===== config.mk =====
export PLATFORM = sky130hd
export DESIGN_NAME = restoring_divider_4bit
export DESIGN_NICKNAME = d
export VERILOG_FILES = /design/src/rtl/restoring_divider_4bit_pkg.sv /design/src/rtl/borrow_look_ahead_subtractor_4bit.sv /design/src/rtl/restoring_divider_4bit.sv
export SDC_FILE = /design/constraint.sdc
export NUM_CORES = 1
export LEC_CHECK = 0
export ABC_AREA = 1
export BUFFER_PORTS_ARGS = -buffer_cell sky130_fd_sc_hd__buf_4
export CORE_MARGIN = 5
export CORE_UTILIZATION = 48
export CTS_CLUSTER_SIZE = 40
export DETAILED_ROUTE_END_ITERATION = 6
export PLACE_DENSITY_LB_ADDON = 0.3
export SETUP_SLACK_MARGIN = 0.02
export SKIP_LAST_GASP = 1
export SYNTH_ARGS = -nofsm -noshare
export SYNTH_HDL_FRONTEND = slang
export SYNTH_SLANG_ARGS = --single-unit

===== constraint.sdc =====
create_clock -name clk -period 1.6 [get_ports clk]
set_input_delay 0.24 -clock clk [delete_from_list [all_inputs] [get_ports clk]]
set_output_delay 0.24 -clock clk [all_outputs]
set_load 0.05 [all_outputs]

===== src/rtl/restoring_divider_4bit_pkg.sv =====
// Shared constants for the 4-bit restoring divider: operand width and FSM state encoding.
package restoring_divider_4bit_pkg;

    localparam int WIDTH = 4;

    typedef enum logic [1:0] {
        IDLE = 2'd0,
        RUN  = 2'd1,
        DONE = 2'd2
    } state_t;

endpackage


===== src/rtl/borrow_look_ahead_subtractor_4bit.sv =====
// Combinational 4-bit subtractor d = a - b - bin with all borrows computed in parallel.
module borrow_look_ahead_subtractor_4bit
    import restoring_divider_4bit_pkg::*;
(
    input  logic [WIDTH-1:0] a,
    input  logic [WIDTH-1:0] b,
    input  logic             bin,
    output logic [WIDTH-1:0] d,
    output logic             bout
);

    logic [WIDTH-1:0] g;
    logic [WIDTH-1:0] p;
    logic [WIDTH-1:0] brw;

    assign g = ~a & b;
    assign p = ~(a ^ b);

    // brw[i] is the borrow into bit i; each is a flat sum of products of g/p/bin.
    assign brw[0] = bin;
    assign brw[1] = g[0] | (p[0] & bin);
    assign brw[2] = g[1] | (p[1] & g[0]) | (p[1] & p[0] & bin);
    assign brw[3] = g[2] | (p[2] & g[1]) | (p[2] & p[1] & g[0])
                  | (p[2] & p[1] & p[0] & bin);
    assign bout   = g[3] | (p[3] & g[2]) | (p[3] & p[2] & g[1])
                  | (p[3] & p[2] & p[1] & g[0])
                  | (p[3] & p[2] & p[1] & p[0] & bin);

    assign d = a ^ b ^ brw;

endmodule


===== src/rtl/restoring_divider_4bit.sv =====
// Sequential 4-bit unsigned restoring divider: one quotient bit per clock, MSB first.
//  state | meaning
//  IDLE  | ready for a new operation; results of the last one are held
//  RUN   | one restoring step per edge, cnt selects the dividend bit
//  DONE  | single-cycle completion pulse, then back to IDLE
module restoring_divider_4bit #(
    parameter int WIDTH = restoring_divider_4bit_pkg::WIDTH
)(
    input  logic             clk,
    input  logic             rst_n,
    input  logic             start,
    input  logic [WIDTH-1:0] dividend,
    input  logic [WIDTH-1:0] divisor,
    output logic             ready,
    output logic             done,
    output logic [WIDTH-1:0] quotient,
    output logic [WIDTH-1:0] remainder,
    output logic             div_by_zero
);

    import restoring_divider_4bit_pkg::*;

    localparam int CNT_W = $clog2(WIDTH);

    state_t           state;
    state_t           state_nxt;
    logic [WIDTH-1:0] dvd_q;
    logic [WIDTH-1:0] dvs_q;
    logic [WIDTH:0]   r;
    logic [WIDTH:0]   t;
    logic [WIDTH:0]   r_nxt;
    logic [CNT_W-1:0] cnt;
    logic [WIDTH-2:0] q_acc;
    logic [WIDTH-1:0] diff;
    logic             bout;
    logic             q_bit;
    logic             accept;

    // Shift the partial remainder left and bring in the next dividend bit.
    assign t     = (WIDTH+1)'({r, dvd_q[cnt]});
    assign q_bit = t[WIDTH] | ~bout;
    assign r_nxt = q_bit ? {1'b0, diff} : t;

    borrow_look_ahead_subtractor_4bit u_sub (
        .a    (t[WIDTH-1:0]),
        .b    (dvs_q),
        .bin  (1'b0),
        .d    (diff),
        .bout (bout)
    );

    always_ff @(posedge clk or negedge rst_n) begin
        if (!rst_n) state <= IDLE;
        else        state <= state_nxt;
    end

    always_comb begin
        state_nxt = state;
        ready     = 1'b0;
        done      = 1'b0;
        accept    = 1'b0;
        case (state)
            IDLE: begin
                ready  = 1'b1;
                accept = start;
                if (start) state_nxt = (divisor == '0) ? DONE : RUN;
            end
            RUN: begin
                if (cnt == '0) state_nxt = DONE;
            end
            DONE: begin
                done      = 1'b1;
                state_nxt = IDLE;
            end
            default: state_nxt = IDLE;
        endcase
    end

    always_ff @(posedge clk or negedge rst_n) begin
        if (!rst_n) begin
            dvd_q       <= '0;
            dvs_q       <= '0;
            r           <= '0;
            cnt         <= '0;
            q_acc       <= '0;
            quotient    <= '0;
            remainder   <= '0;
            div_by_zero <= 1'b0;
        end else begin
            case (state)
                IDLE: begin
                    if (accept) begin
                        if (divisor == '0) begin
                            quotient    <= '1;
                            remainder   <= dividend;
                            div_by_zero <= 1'b1;
                        end else begin
                            dvd_q <= dividend;
                            dvs_q <= divisor;
                            r     <= '0;
                            q_acc <= '0;
                            cnt   <= CNT_W'(WIDTH - 1);
                        end
                    end
                end
                RUN: begin
                    r <= r_nxt;
                    if (cnt == '0) begin
                        quotient    <= {q_acc, q_bit};
                        remainder   <= r_nxt[WIDTH-1:0];
                        div_by_zero <= 1'b0;
                    end else begin
                        q_acc <= {q_acc[WIDTH-3:0], q_bit};
                        cnt   <= cnt - 1'b1;
                    end
                end
                default: ;
            endcase
        end
    end

endmodule


==> run summary <==
The flow ran to the end, but the final reports show violations. The final reports fail on setup timing. Yosys printed 0 warnings.

The synthesis-to-layout area growth was 30.11%; the total count of hold-check failures in the final report was 0. The tools report the start of the worst register-to-register path as cnt[0]$_DFFE_PN0P_. The synthesized area per cell came out at 8.334 sq um.

Largest fanout on the critical path: 3. The endpoint of the worst-slack reg-to-reg timing path was remainder[1]$_DFFE_PN0P_. By area the synthesized netlist is led by sky130_fd_sc_hd__dfrtp_1 49%, sky130_fd_sc_hd__nand2_1 11%, sky130_fd_sc_hd__inv_1 6.8%. The pre-antenna-repair detailed-routing pass consisted of 4 iterations. The later pin in the worst-skew pair is clocked with a latency of 0.32 ns. Across the run, the number of max-cap violations was 0.

The count of buffers added on input and output ports is 21. Global router's overall resource usage: 15.75%. The logs give 1.88 ns for the data required time at the worst endpoint and 50.80% for the initial cell density of the core. The detail route stage leaves a number of antenna-violating nets equal to 0.

The cell row count was 19. Summed instance area of the synthesized netlist: 1425 sq um. The critical path is of the reg2reg type. The total number of vias came out at 1252.

The detail-routed net length per standard cell works out to 13.64 um. In this run the clock root is driven by a sky130_fd_sc_hd__clkbuf_4. TritonCTS built the clock tree. The tools report the count of inserted antenna diode cells as 0. The final layout contains routed wiring with a total length of 3259 um. Entering global routing, the biggest net connects 29 pins.

The tools report the startpoint of the most critical setup path as cnt[0]$_DFFE_PN0P_. The post-route netlist has 33.17% of its cells at a drive strength greater than 1. The core region is 2805 sq um. For the final database, setup skew stands at 0.008905 ns. The die outline height works out to 64.49 um. The worst setup path endpoint is remainder[1]$_DFFE_PN0P_. The number of global-route vias before repair was 1213; the detailed-route vias per instance was 5.238. The clock edge transition at the registers on the reported setup and hold paths works out to 0.15 ns. Counting distinct cell types in the post-synthesis netlist gives 24. The startpoint kind of the worst setup timing path is a flip-flop. The setup TNS is -1.063 ns, and the fraction of synthesized cell area taken by the top area cell type is 49.17%. Setup violations remaining at the end of the flow were counted as 10. For the net count reported at finish, the log shows 226. For the total nets after synthesis, the log shows 188.

The clock drives 28 sinks. Setup repair after global routing could not meet its margin everywhere. In the global route stage, met2 resource usage came out at 28.22%. For this run, the top clock speed supported by timing is 570.0 MHz. The data arrival time of the worst path is 2.03 ns, and the residual overflow from global routing is 0.

The met3 track demand over resource in global routing was 2.763%; the proportion of synthesized chip area in sequential cells was 49.17%. Subtracting the final worst setup slack from the clock period gives 1.754 ns. The logs give 0 for the max-slew violation count and 0.8559 for the routability congestion estimate from global placement. For the gate count of the mapped netlist, the log shows 171. Cell type with the highest aggregate area in the netlist: sky130_fd_sc_hd__dfrtp_1. The layout has 213 filler cells. The run gives 2356 um as the HPWL reported at the end of detailed placement. For met1 alone, demand over resource in global routing was 18.26%.

The die is 64.49 um wide. The global-route wire length before repair was 5181 um. The initial antenna violation count is 0, and the maximum root-to-sink buffer count is 2. After synthesis the netlist holds a flip-flop and latch count of 28.

During I/O placement, the number of pins put on the boundary was 22. The die covers 4159 sq um. The tools report the worst-case setup margin in the final layout as -0.1543 ns. The worst hold path belongs to the class in2reg. For this run, design rule violations remaining after detail routing come to 0. Measured against its own limit, the worst slew margin works out to 75.99%. At the pin with the least slew margin, the transition time is 0.3601 ns. The final critical path takes up 109.6% of the cycle. For the maximum level of the CTS H-tree, the log shows 1. The number of clock buffers added by TritonCTS is 3.

The tools report the minimum setup slack among reg-to-reg paths as -0.15 ns. After global routing, the most crowded layer is met2. The worst setup path is captured at a flip-flop. The worst-case reg-to-reg path depth is 12, and the initial DRC count is 83.
layout by cell type (no fill, tap or decap), drive strengths merged:
cell	netlist	layout
nand4	5	5
o211ai	2	2
mux2	3	3
ha	5	5
xor2	1	1
o21ai	13	13
clkbuf	0	4
dfrtp	28	28
o22ai	1	1
nor2	15	15
inv	28	28
buf	3	35
or2	2	2
nand3	15	15
a21oi	6	6
fa	1	1
dlygate4sd3	0	1
nand2	43	43
critical path: stages (launching register included):
cell	delay, ns
sky130_fd_sc_hd__dfrtp_1	0.44
sky130_fd_sc_hd__inv_2	0.09
sky130_fd_sc_hd__nand2_2	0.05
sky130_fd_sc_hd__nand3_2	0.06
sky130_fd_sc_hd__nand2_2	0.06
sky130_fd_sc_hd__inv_2	0.06
sky130_fd_sc_hd__ha_4	0.13
sky130_fd_sc_hd__inv_2	0.04
sky130_fd_sc_hd__fa_2	0.52
sky130_fd_sc_hd__nand3_2	0.08
sky130_fd_sc_hd__nand2_2	0.07
sky130_fd_sc_hd__nand2_1	0.05
sky130_fd_sc_hd__nand2_1	0.05
cell usage after synthesis:
cell / count
sky130_fd_sc_hd__o211ai_1: 2
sky130_fd_sc_hd__mux2_2: 3
sky130_fd_sc_hd__buf_4: 1
sky130_fd_sc_hd__nor2_1: 14
sky130_fd_sc_hd__xor2_1: 1
sky130_fd_sc_hd__dfrtp_1: 28
sky130_fd_sc_hd__inv_1: 26
sky130_fd_sc_hd__ha_1: 5
sky130_fd_sc_hd__or2_0: 1
sky130_fd_sc_hd__nand3_1: 14
sky130_fd_sc_hd__buf_2: 1
sky130_fd_sc_hd__nand2_1: 42
sky130_fd_sc_hd__o21ai_0: 5
sky130_fd_sc_hd__buf_6: 1
sky130_fd_sc_hd__or2_1: 1
sky130_fd_sc_hd__nor2_2: 1
sky130_fd_sc_hd__a21oi_1: 6
sky130_fd_sc_hd__nand4_1: 5
sky130_fd_sc_hd__nand3_4: 1
sky130_fd_sc_hd__inv_2: 2
sky130_fd_sc_hd__o22ai_1: 1
sky130_fd_sc_hd__o21ai_1: 8
sky130_fd_sc_hd__fa_1: 1
sky130_fd_sc_hd__nand2_2: 1
layout make-up:
type	count	area, sq um	area share [%]
inverters	28	105.1	5.668
clock buffers	4	36.28	1.957
flip-flops and latches	28	700.7	37.79
well taps	31	38.79	2.092
repair buffers	36	296.5	15.99
multi-input cells	112	676.9	36.50
registers in the layout, indices dropped and copies added, names as in the netlist:
name / flops
dvd_q: 4
dvs_q: 4
quotient: 4
r: 4
remainder: 4
q_acc: 3
cnt: 2
state: 2
div_by_zero: 1
how the worst min path moves through the flow:
stage / to / startpoint / depth (start not counted) / slack, ns
floorplan: cnt[0]$_DFFE_PN0P_ / rst_n / 0 / -0.06
global placement: quotient[2]$_DFFE_PN0P_ / rst_n / 1 / 0.17
detailed placement: q_acc[1]$_DFFE_PN0P_ / rst_n / 1 / 0.18
CTS: dvs_q[0]$_DFFE_PN0P_ / divisor[0] / 2 / 0.14
global route: dvs_q[0]$_DFFE_PN0P_ / divisor[0] / 2 / 0.13
finish: dvs_q[0]$_DFFE_PN0P_ / divisor[0] / 2 / 0.15
cells by family (layout without fill, tap and decap cells):
logic type,count (synthesis),count (layout),share of synthesized area (%)
AND/OR/NAND/NOR,80,80,24.85
buffers and inverters,31,68,9.043
adder cells (fa/ha/maj),6,6,5.795
flip-flops,28,28,49.17
multiplexers,3,3,2.370
AO/OA/AOI/OAI,22,22,8.165
XOR/XNOR,1,1,0.6147
metrics by stage:
stage	cells	hold slack, ns	utilization, %	cell area [sq um]	worst slack (ns)
after floorplan	171	-0.05559	-	1435	-0.07746
after global placement	230	0.1724	60.44	1695	-0.1279
after detailed placement	230	0.1785	60.44	1695	-0.1609
after CTS	236	0.1401	62.76	1760	-0.1625
after global routing	239	0.1310	66.10	1854	-0.2411
final	239	0.1513	66.10	1854	-0.1543
layer usage:
metal	up-vias	part of all wire, %
li1	622	-
met1	601	41
met2	25	54
met3	4	3.9
met4	0	1.4
met5	-	0
timing repair:
item,in CTS,in global routing
resized for setup,4,21
setup buffers,1,3
endpoints found under the hold margin,28,0
pin swaps,8,5
endpoints found under the setup margin,9,12
hold buffers,1,0
Power is not shown: default switching activity piles up to over one toggle a cycle in this logic, so the estimate is an artifact.
